<file path="src/rtl/ttl_pkg.sv">
// Shared definitions for the TTL-equivalent counter family.
package ttl_pkg;

    // Boundary behaviour select
    localparam logic MODE_WRAP = 1'b0;
    localparam logic MODE_SAT  = 1'b1;

    // Widest counter the top-value helper supports
    localparam int MAX_W = 32;

    // Modulus -> highest reachable count. M == 0 selects the full 2^w range.
    function automatic logic [MAX_W-1:0] top_value(input logic [MAX_W-1:0] m, input int w);
        if (m == '0)
            return {MAX_W{1'b1}} >> (MAX_W - w);
        else
            return m - MAX_W'(1);
    endfunction

endpackage

</file>
<file path="src/rtl/ttl_mod_updown_counter_if.sv">
// Control/data bundle of the modulo up/down counter.
interface ttl_mod_updown_counter_if #(
    parameter int DATA_WIDTH = 8
);
    logic                  SR_n;
    logic                  PE_n;
    logic                  U_D;
    logic                  CEP_n;
    logic                  CET_n;
    logic [DATA_WIDTH-1:0] P;
    logic [DATA_WIDTH-1:0] M;
    logic [DATA_WIDTH-1:0] Q;
    logic                  TC_n;
    logic                  WRAP;

    modport master (
        output SR_n, PE_n, U_D, CEP_n, CET_n, P, M,
        input  Q, TC_n, WRAP
    );

    modport slave (
        input  SR_n, PE_n, U_D, CEP_n, CET_n, P, M,
        output Q, TC_n, WRAP
    );
endinterface

</file>
<file path="src/rtl/ttl_mod_next.sv">
// Combinational next-count logic: one step up or down against the modulus,
// either wrapping or saturating at the boundary.
module ttl_mod_next
    import ttl_pkg::*;
#(
    parameter int DATA_WIDTH = 8
) (
    input  logic [DATA_WIDTH-1:0] q,
    input  logic [DATA_WIDTH-1:0] m,
    input  logic                  u_d,
    input  logic                  sat,
    output logic [DATA_WIDTH-1:0] q_next,
    output logic                  wrap,
    output logic                  at_term
);

    logic [DATA_WIDTH-1:0] top;

    assign top = DATA_WIDTH'(top_value(MAX_W'(m), DATA_WIDTH));

    // Step one count; values above TOP (out-of-range load or shrunk M) recover to TOP
    always_comb begin
        q_next  = q;
        wrap    = 1'b0;
        at_term = 1'b0;
        if (u_d) begin
            at_term = (q >= top);
            if (q >= top) begin
                if (sat == MODE_SAT) begin
                    q_next = top;
                end else begin
                    q_next = '0;
                    wrap   = 1'b1;
                end
            end else begin
                q_next = q + DATA_WIDTH'(1);
            end
        end else begin
            at_term = (q == '0);
            if (q == '0) begin
                if (sat != MODE_SAT) begin
                    q_next = top;
                    wrap   = 1'b1;
                end
            end else if (q > top) begin
                q_next = top;
            end else begin
                q_next = q - DATA_WIDTH'(1);
            end
        end
    end

endmodule

</file>
<file path="src/rtl/ttl_mod_updown_counter.sv">
// Programmable-modulus synchronous up/down counter with clear, load,
// cascadable terminal count and registered wrap pulse.
module ttl_mod_updown_counter
    import ttl_pkg::*;
#(
    parameter int DATA_WIDTH  = 8,
    parameter int SATURATE    = 0,
    parameter int RESET_VALUE = 0
) (
    input  logic                  clk,
    input  logic                  rst_n,
    ttl_mod_updown_counter_if.slave bus
);

    localparam logic SAT_MODE = (SATURATE != 0) ? MODE_SAT : MODE_WRAP;

    logic [DATA_WIDTH-1:0] q_r;
    logic [DATA_WIDTH-1:0] q_next;
    logic                  wrap_r;
    logic                  cnt_wrap;
    logic                  at_term;
    logic                  en;

    ttl_mod_next #(
        .DATA_WIDTH (DATA_WIDTH)
    ) u_next (
        .q       (q_r),
        .m       (bus.M),
        .u_d     (bus.U_D),
        .sat     (SAT_MODE),
        .q_next  (q_next),
        .wrap    (cnt_wrap),
        .at_term (at_term)
    );

    assign en = !bus.CEP_n && !bus.CET_n;

    // Count register: reset > clear > load > count > hold; WRAP only on a counted wrap
    always_ff @(posedge clk) begin
        if (!rst_n) begin
            q_r    <= DATA_WIDTH'(RESET_VALUE);
            wrap_r <= 1'b0;
        end else if (!bus.SR_n) begin
            q_r    <= '0;
            wrap_r <= 1'b0;
        end else if (!bus.PE_n) begin
            q_r    <= bus.P;
            wrap_r <= 1'b0;
        end else if (en) begin
            q_r    <= q_next;
            wrap_r <= cnt_wrap;
        end else begin
            wrap_r <= 1'b0;
        end
    end

    assign bus.Q    = q_r;
    assign bus.WRAP = wrap_r;
    // Only CET_n gates TC_n so a stage's TC_n can feed the next stage's CET_n
    assign bus.TC_n = !(!bus.CET_n && at_term);

endmodule

</file>
<file path="src/flat_wrapper.sv">
// flat-port wrapper written by rule: the top's interface ports become plain ports
module ttl_mod_updown_counter_flat import ttl_pkg::*;
#(
    parameter int DATA_WIDTH  = 8,
    parameter int SATURATE    = 0,
    parameter int RESET_VALUE = 0
)
  (clk, rst_n, bus_SR_n, bus_PE_n, bus_U_D, bus_CEP_n, bus_CET_n, bus_P, bus_M, bus_Q, bus_TC_n, bus_WRAP);
  ttl_mod_updown_counter_if #(.DATA_WIDTH(DATA_WIDTH)) bus_i ();
  input  logic clk;
  input  logic rst_n;
  input wire logic [$bits(bus_i.SR_n)-1:0] bus_SR_n;
  input wire logic [$bits(bus_i.PE_n)-1:0] bus_PE_n;
  input wire logic [$bits(bus_i.U_D)-1:0] bus_U_D;
  input wire logic [$bits(bus_i.CEP_n)-1:0] bus_CEP_n;
  input wire logic [$bits(bus_i.CET_n)-1:0] bus_CET_n;
  input wire logic [$bits(bus_i.P)-1:0] bus_P;
  input wire logic [$bits(bus_i.M)-1:0] bus_M;
  output wire logic [$bits(bus_i.Q)-1:0] bus_Q;
  output wire logic [$bits(bus_i.TC_n)-1:0] bus_TC_n;
  output wire logic [$bits(bus_i.WRAP)-1:0] bus_WRAP;
  assign bus_i.SR_n = bus_SR_n;
  assign bus_i.PE_n = bus_PE_n;
  assign bus_i.U_D = bus_U_D;
  assign bus_i.CEP_n = bus_CEP_n;
  assign bus_i.CET_n = bus_CET_n;
  assign bus_i.P = bus_P;
  assign bus_i.M = bus_M;
  assign bus_Q = bus_i.Q;
  assign bus_TC_n = bus_i.TC_n;
  assign bus_WRAP = bus_i.WRAP;
  ttl_mod_updown_counter #(.DATA_WIDTH(DATA_WIDTH), .SATURATE(SATURATE), .RESET_VALUE(RESET_VALUE)) u_core (.clk(clk), .rst_n(rst_n), .bus(bus_i));
endmodule
</file>
<file path="config.mk">
export PLATFORM = sky130hd
export DESIGN_NAME = ttl_mod_updown_counter_flat
export DESIGN_NICKNAME = d
export VERILOG_FILES = /design/src/rtl/ttl_pkg.sv /design/src/rtl/ttl_mod_updown_counter_if.sv /design/src/rtl/ttl_mod_next.sv /design/src/rtl/ttl_mod_updown_counter.sv /design/src/flat_wrapper.sv
export SDC_FILE = /design/constraint.sdc
export NUM_CORES = 1
export LEC_CHECK = 0
export CAP_MARGIN = 20
export CORE_MARGIN = 2
export CORE_UTILIZATION = 30
export DETAILED_ROUTE_END_ITERATION = 10
export PLACE_DENSITY = 0.59
export REMOVE_ABC_BUFFERS = 1
export SYNTH_ARGS = -nofsm -noshare
export SYNTH_HDL_FRONTEND = slang
export SYNTH_SLANG_ARGS = --single-unit
</file>
<file path="constraint.sdc">
create_clock -name clk -period 4 [get_ports clk]
set_input_delay 0.8 -clock clk [delete_from_list [all_inputs] [get_ports clk]]
set_output_delay 0.8 -clock clk [all_outputs]
set_load 0.005 [all_outputs]
</file>
==> impl_metrics.tcl, run 1 <==
set metrics [dict create \
    outcome "completed" \
    p_comb_share_pct 48.1 \
    die_w_um 69.83 \
    hold_viol 0 \
    clkTransAtPathRegs_ps 50 \
    synth_most_common_cell "nand2_1" \
    clockBufferDepth 2 \
    async_reset_ff_share_pct 0 \
    io_pins 33 \
    synthMuxAreaShare_pct 4.909 \
    antenna_cells 0 \
    initial_core_util_pct 31.81 \
    fmax_mhz 256.2 \
    dp_hpwl_mm 2.964 \
    grt_pass1_vias 1497 \
    fp-row-count 23 \
    fillers 404 \
    wl_per_cell_um 14.77 \
    synth_cells 180 \
    cts_root_buf "clkbuf_8" \
    ys_seq_area_share_pct 13.86 \
    area_delta_synth_final_pct 51.97 \
    synth_top_family_by_area "simple AND/OR/NAND/NOR gates" \
    swShare_pct 36.28 \
    grt_pass1_wl_mm 6.748 \
    pwr-share-seq_pct 25.5 \
    cp-end-kind "primary output" \
    slew_headroom_pct 44.98 \
    cts_tree "yes" \
    core_area_mm2 0.004086 \
    wirelength_mm 4.149 \
    p_int_mw 0.2774 \
    yosysWarningCount 0 \
    grt_max_degree 27 \
    synth.distinct_cells 46 \
    crit_slowest_cell "or3_1" \
    period_minus_slack_ps 3903 \
    drt_iter0_drc 57 \
    dieArea_mm2 0.004876 \
    track_usage_pct 16.91 \
    wl_met2_mm 1.968 \
    numCtsBuffers 3 \
    start_kind "input pin" \
    final_nets 268 \
    synth.avg_cell_area_um2 7.222 \
    skew_ps 1.716 \
    yosys.area_share.adder_pct 12.51 \
    ys_top_cells_by_count "nand2_1 (17), nor2_1 (16), o21ai_0 (14)" \
    cp.required_ps 3200 \
    drive_above_1_share_pct 24.68 \
    syn_area_mm2 0.001300 \
    arrival_ps 3100 \
    critPathKind "input pin to primary output" \
    period_share_pct 97.57 \
    drv_cap 0 \
    slew_viol_final 0 \
    synth_compound_area_share_pct 25.31 \
    firstDrtPassIters 4 \
    setup_violations 0 \
    cts_sinks 9 \
    synth-xor-area-share_pct 6.737 \
    regToRegSetupSlack_ps 1500 \
    viasPerCell 5.527 \
    drc_errors 0 \
    ant_nets 0 \
    cpPeakStageDelay_ps 370 \
    met1Wirelength_mm 1.817 \
    placed_area_mm2 0.001800 \
    clk_latency_ps 240 \
    synth_area_leaders "dfxtp_1 (14%), ha_1 (13%), o21ai_0 (5.4%)" \
    p_total_mw 0.4354 \
    dr.max_layer_used "met4" \
    synthFlopType "dfxtp_1" \
    p_leak_nw 0.8003 \
    hold_class "flip-flop to flip-flop" \
    tightest_slew_ps 822.7 \
    fin_setup_tns_ps 0 \
    grt_overflow 0 \
    synth_area_leader_cell "dfxtp_1" \
    htree_levels 1 \
    crit_chain "dlygate4sd2_1 -> nor2_1 -> nand2_1 -> buf_4 -> o31a_1 -> ha_1 -> nand4_1 -> or2_4 -> nand2_4 -> nor3_4 -> or3_1 -> buf_2" \
    via_count 1553 \
    routabilityCongestion 0.8394 \
    ir_drop_v 0.0001291 \
    fin_area_mm2 0.001976 \
    wl_met3_um 305 \
    ys_ff_latch 9 \
    p_switching_mw 0.1580 \
    antenna_found_initial 0 \
    pwr-share-clk_pct 26.4 \
    io_buffers 32 \
    synth_simple_gate_area_share_pct 30.13 \
    cp_max_fo 3 \
    die_y_um 69.83 \
    powerDensity_mw_per_mm2 220.4 \
    synth_edf_count 0 \
    synthDominantCellAreaShare_pct 13.86 \
]
-- layout make-up --
| class | instances | area (um^2) | area share, % |
|---|---|---|---|
| timing repair buffer | 59 | 513.0 | 25.97 |
| multi-input combinational | 153 | 1152 | 58.33 |
| tap | 50 | 62.56 | 3.167 |
| clock buffer | 4 | 45.04 | 2.280 |
| inverter | 6 | 22.52 | 1.140 |
| sequential | 9 | 180.2 | 9.120 |
-- final timing paths --
path / start / endpoint / cells after the start
worst max-delay path: bus_M[5] / bus_TC_n / 12
worst min-delay path: u_core.bus.Q[4] / u_core.bus.Q[4] / 2
worst max register to register: u_core.bus.Q[6] / u_core.bus.Q[5] / 8
worst min register to register: u_core.bus.Q[4] / u_core.bus.Q[4] / 2
-- timing repair --
action / CTS / global route
hold buffers: 0 / 0
resized for setup: 23 / 23
pin swaps: 7 / 15
hold endpoints to repair: 0 / 0
setup endpoints to repair: 1 / 1
buffers inserted: 0 / 3
-- layout by cell type, fill, tap and decap left out, types with 4 or more instances in the layout --
cell	n
nand2_1	15
ha_4	4
nand3_1	8
nor3_1	5
ha_1	8
clkdlybuf4s50_1	23
a21oi_1	10
o211ai_1	5
dfxtp_1	9
buf_4	26
o21ai_0	12
xor2_1	7
nor2_1	15
-- through the flow --
stage / setup slack, ps / instances / hold slack [ps] / util, %
CTS: 0.9279 / 278 / 719.1 / 45.71
finish: 97.11 / 281 / 728.3 / 48.35
detailed placement: -645.3 / 274 / 714.4 / 44.06
global route: -24.21 / 281 / 774.2 / 48.35
global placement: -632.7 / 274 / 703.1 / 44.06
floorplan: 390.6 / 168 / 636.0 / -
-- logic make-up after synthesis --
logic type	count (synthesis)
multiplexers	6
flip-flops	9
adder cells (fa/ha/maj)	13
AND/OR/NAND/NOR	74
AO/OA/AOI/OAI	50
buffers and inverters	18
XOR/XNOR	10
-- state kept, by name, indices dropped and copies added, names as in the netlist --
| name | cells |
|---|---|
| u_core.bus.Q | 8 |
| u_core.bus.WRAP | 1 |
-- per-layer routing --
metal	track usage (%)	vias up
met5	0	-
met2	28.25	56
li1	-	771
met1	21.50	717
met3	4.070	9
met4	4.915	0
-- worst max-delay path: cells and delay by family --
| family | cells | cell delay [ps] |
|---|---|---|
| buf+inv | 3 | 560 |
| compound gates | 1 | 290 |
| simple gates | 7 | 1150 |
| fa+ha+maj | 1 | 300 |
-- power groups by stage --
| stage | Combinational (mW) | Clock, mW | Sequential [mW] |
|---|---|---|---|
| after global routing | 0.233 | 0.121 | 0.113 |
| after CTS | 0.197 | 0.119 | 0.110 |
| after floorplan | 0.107 | 0 | 0.108 |
| after global placement | 0.193 | 0 | 0.112 |
| after detailed placement | 0.195 | 0 | 0.112 |
| final | 0.209 | 0.115 | 0.111 |
Power figures use the tool's default switching activity.
==> run 2: changes to the inputs <==
--- a/config.mk
+++ b/config.mk
@@ -9,8 +9,9 @@
 export CORE_MARGIN = 2
 export CORE_UTILIZATION = 30
 export DETAILED_ROUTE_END_ITERATION = 10
-export PLACE_DENSITY = 0.59
+export PLACE_DENSITY = 0.58
 export REMOVE_ABC_BUFFERS = 1
 export SYNTH_ARGS = -nofsm -noshare
 export SYNTH_HDL_FRONTEND = slang
+export SYNTH_HIERARCHICAL = 1
 export SYNTH_SLANG_ARGS = --single-unit
==> impl_metrics.tcl, run 2 <==
set metrics [dict create \
    outcome "finished, violations left" \
    violations "negative setup slack" \
    fillers 494 \
    rsz0062_at_grt "true" \
    track_usage_pct 18.92 \
    crit_chain "buf_8 -> inv_6 -> ha_4 -> or3b_4 -> buf_6 -> or2_4 -> nand2_4 -> inv_4 -> ha_4 -> nand4_1 -> buf_4 -> or4b_4 -> and3_4 -> or3_4 -> a32oi_2 -> or3b_1 -> a311oi_1" \
    setup_violations 9 \
    grt_pass1_wl_mm 9.135 \
    synthDominantCellAreaShare_pct 11.46 \
    drv_cap 0 \
    clk_latency_ps 230 \
    skew_ps 1.408 \
    initial_core_util_pct 30.97 \
    grt_overflow 0 \
    die_w_um 76.38 \
    slew_headroom_pct 57.74 \
    synth_cells 221 \
    period_share_pct 106.4 \
    crit_slowest_cell "or4b_4" \
    whs_path_depth 2 \
    numCtsBuffers 3 \
    worst-r2r-cell-count 11 \
    fin_setup_tns_ps -1423 \
    clkTransAtPathRegs_ps 40 \
    ys_seq_area_share_pct 11.46 \
    synth_area_leaders "dfxtp_1 (11%), ha_1 (9.6%), o21ai_0 (6.4%)" \
    largest_register_ffs 8 \
    io_buffers 32 \
    tightest_slew_ps 631.9 \
    final_cell_mix "buf_4 (71), clkdlybuf4s50_1 (23), nor2_1 (22)" \
    viasPerCell 5.307 \
    dieArea_mm2 0.005833 \
    mostFrequentLayoutCell "buf_4" \
    synth_edf_count 0 \
    ys_ff_latch 9 \
    slew_viol_final 0 \
    hold_class "flip-flop to flip-flop" \
    synth_area_leader_cell "dfxtp_1" \
    synth.distinct_cells 51 \
    die_y_um 76.38 \
    fmax_mhz 235.0 \
    dp_hpwl_mm 3.787 \
    async_reset_ff_share_pct 0 \
    start_kind "input pin" \
    synth_top_family_by_area "compound AO/OA/AOI/OAI gates" \
    cts_root_buf "clkbuf_8" \
    synth_most_common_cell "nor2_1" \
    placed_area_mm2 0.002211 \
    p_leak_nw 1.163 \
    cpPeakStageDelay_ps 510 \
    core_area_mm2 0.005075 \
    cts_tree "yes" \
    htree_levels 1 \
    drt_iter0_drc 160 \
    yosysWarningCount 6 \
    grt_pass1_vias 1950 \
    whs_ps 656.6 \
    fin_area_mm2 0.002833 \
    antenna_cells 0 \
    grt_max_degree 19 \
    arrival_ps 4400 \
    postCtsHoldBufs 0 \
    synthMuxAreaShare_pct 1.911 \
    drc_errors 0 \
    cp_max_fo 6 \
    ant_nets 0 \
    ir_drop_v 0.0001159 \
    synth_simple_gate_area_share_pct 31.05 \
    drive_above_1_share_pct 40.98 \
    synth-xor-area-share_pct 7.245 \
    via_count 2107 \
    area_delta_synth_final_pct 80.26 \
    synth_compound_area_share_pct 31.29 \
    path_common_cell "ha_4" \
    hold_viol 0 \
    powerDensity_mw_per_mm2 184.4 \
    cts_sinks 9 \
    antenna_found_initial 0 \
    synthFlopType "dfxtp_1" \
    wirelength_mm 5.885 \
    syn_area_mm2 0.001572 \
    firstDrtPassIters 4 \
    synth.avg_cell_area_um2 7.111 \
    cp-end-kind "flip-flop" \
    yosys.area_share.adder_pct 9.554 \
    ys_top_cells_by_count "nor2_1 (23), o21ai_0 (20), ha_1 (12)" \
    clockBufferDepth 2 \
    routabilityCongestion 0.8121 \
    io_pins 33 \
    period_minus_slack_ps 4256 \
    fp-row-count 26 \
    worst_slack_ps -255.6 \
    critPathKind "input pin to flip-flop" \
    cp.required_ps 4150 \
    final_nets 363 \
    wl_per_cell_um 14.82 \
]
==> run 2: cell count changes in the layout (fill, tap and decap cells not counted), sizes merged, moves of 4 or more <==
cell | previous run | this run
nor2 | 16 | 23
conb | 0 | 7
a31oi | 2 | 7
o21ai | 15 | 20
nand2 | 17 | 11
inv | 6 | 10
or3b | 0 | 10
a311oi | 0 | 8
buf | 28 | 81
==> run 2: final timing paths <==
| check | from | end | slack (ps) |
|---|---|---|---|
| worst min register to register | u_core/bus.Q[3] | u_core/bus.Q[3] | 660 |
| worst min-delay path | u_core/bus.Q[3] | u_core/bus.Q[3] | 660 |
| worst max register to register | u_core/bus.Q[1] | u_core/bus.Q[0] | 710 |
| worst max-delay path | bus_M[0] | u_core/bus.Q[0] | -260 |
==> run 2: layer usage <==
layer / up-vias / part of all wire (%) / GRT usage, %
li1: 1044 / - / -
met1: 984 / 42 / 22.39
met2: 64 / 52 / 35.49
met3: 15 / 4.5 / 1.185
met4: 0 / 2.2 / 7.091
met5: - / 0 / 0
==> run 2: cell families after synthesis <==
family          count (synthesis)
compound gates                 72
mux                             3
buf+inv                        25
fa+ha+maj                      12
flops                           9
other cells                     1
simple gates                   86
xor+xnor                       13
==> run 2: per-stage QoR <==
stage / power [mW] / cells / utilization [%] / setup slack (ps)
5_1_grt: 0.5538 / 397 / 55.82 / -347.3
4_1_cts: 0.4902 / 395 / 53.30 / -259.5
3_5_place_dp: 0.3272 / 352 / 43.57 / -967.8
2_1_floorplan: 0.2214 / 212 / - / -386.4
3_3_place_gp: 0.3262 / 352 / 43.57 / -921.1
6_report: 0.5222 / 397 / 55.82 / -255.6
==> run 2: timing repair <==
action	in CTS	in global routing
pin swaps	42	23
setup buffers	42	3
hold endpoints to repair	0	0
gates resized for setup	63	27
setup endpoints to repair	9	9
==> run 2: final cells by class <==
cell class / count / area, um^2 / area share (%)
Multi-Input combinational cell: 193 / 1541 / 54.42
Timing Repair Buffer: 111 / 928.4 / 32.77
Sequential cell: 9 / 180.2 / 6.360
Tap cell: 70 / 87.58 / 3.092
Inverter: 10 / 50.05 / 1.767
Clock buffer: 4 / 45.04 / 1.590
==> run 2: power by group <==
group | switching, mW | internal (mW) | total [mW]
clock | 0.0370 | 0.0695 | 0.107
sequential | 0.00828 | 0.0941 | 0.102
combinational | 0.143 | 0.171 | 0.313
total | 0.188 | 0.334 | 0.522
==> run 2: worst max-delay path, delay by kind of cell <==
family	cells	cell delay, ps
simple gates	8	2240
buf+inv	5	490
compound gates	2	480
fa+ha+maj	2	380
==> run 3: changes to the inputs <==
--- a/config.mk
+++ b/config.mk
@@ -5,9 +5,10 @@
 export SDC_FILE = /design/constraint.sdc
 export NUM_CORES = 1
 export LEC_CHECK = 0
-export CAP_MARGIN = 20
+export CAP_MARGIN = 40
 export CORE_MARGIN = 2
 export CORE_UTILIZATION = 30
+export CTS_CLUSTER_SIZE = 12
 export DETAILED_ROUTE_END_ITERATION = 10
 export PLACE_DENSITY = 0.58
 export REMOVE_ABC_BUFFERS = 1
==> results of run 3 <==
No change in the layout: final DEF, timing and power equal those of run 2.
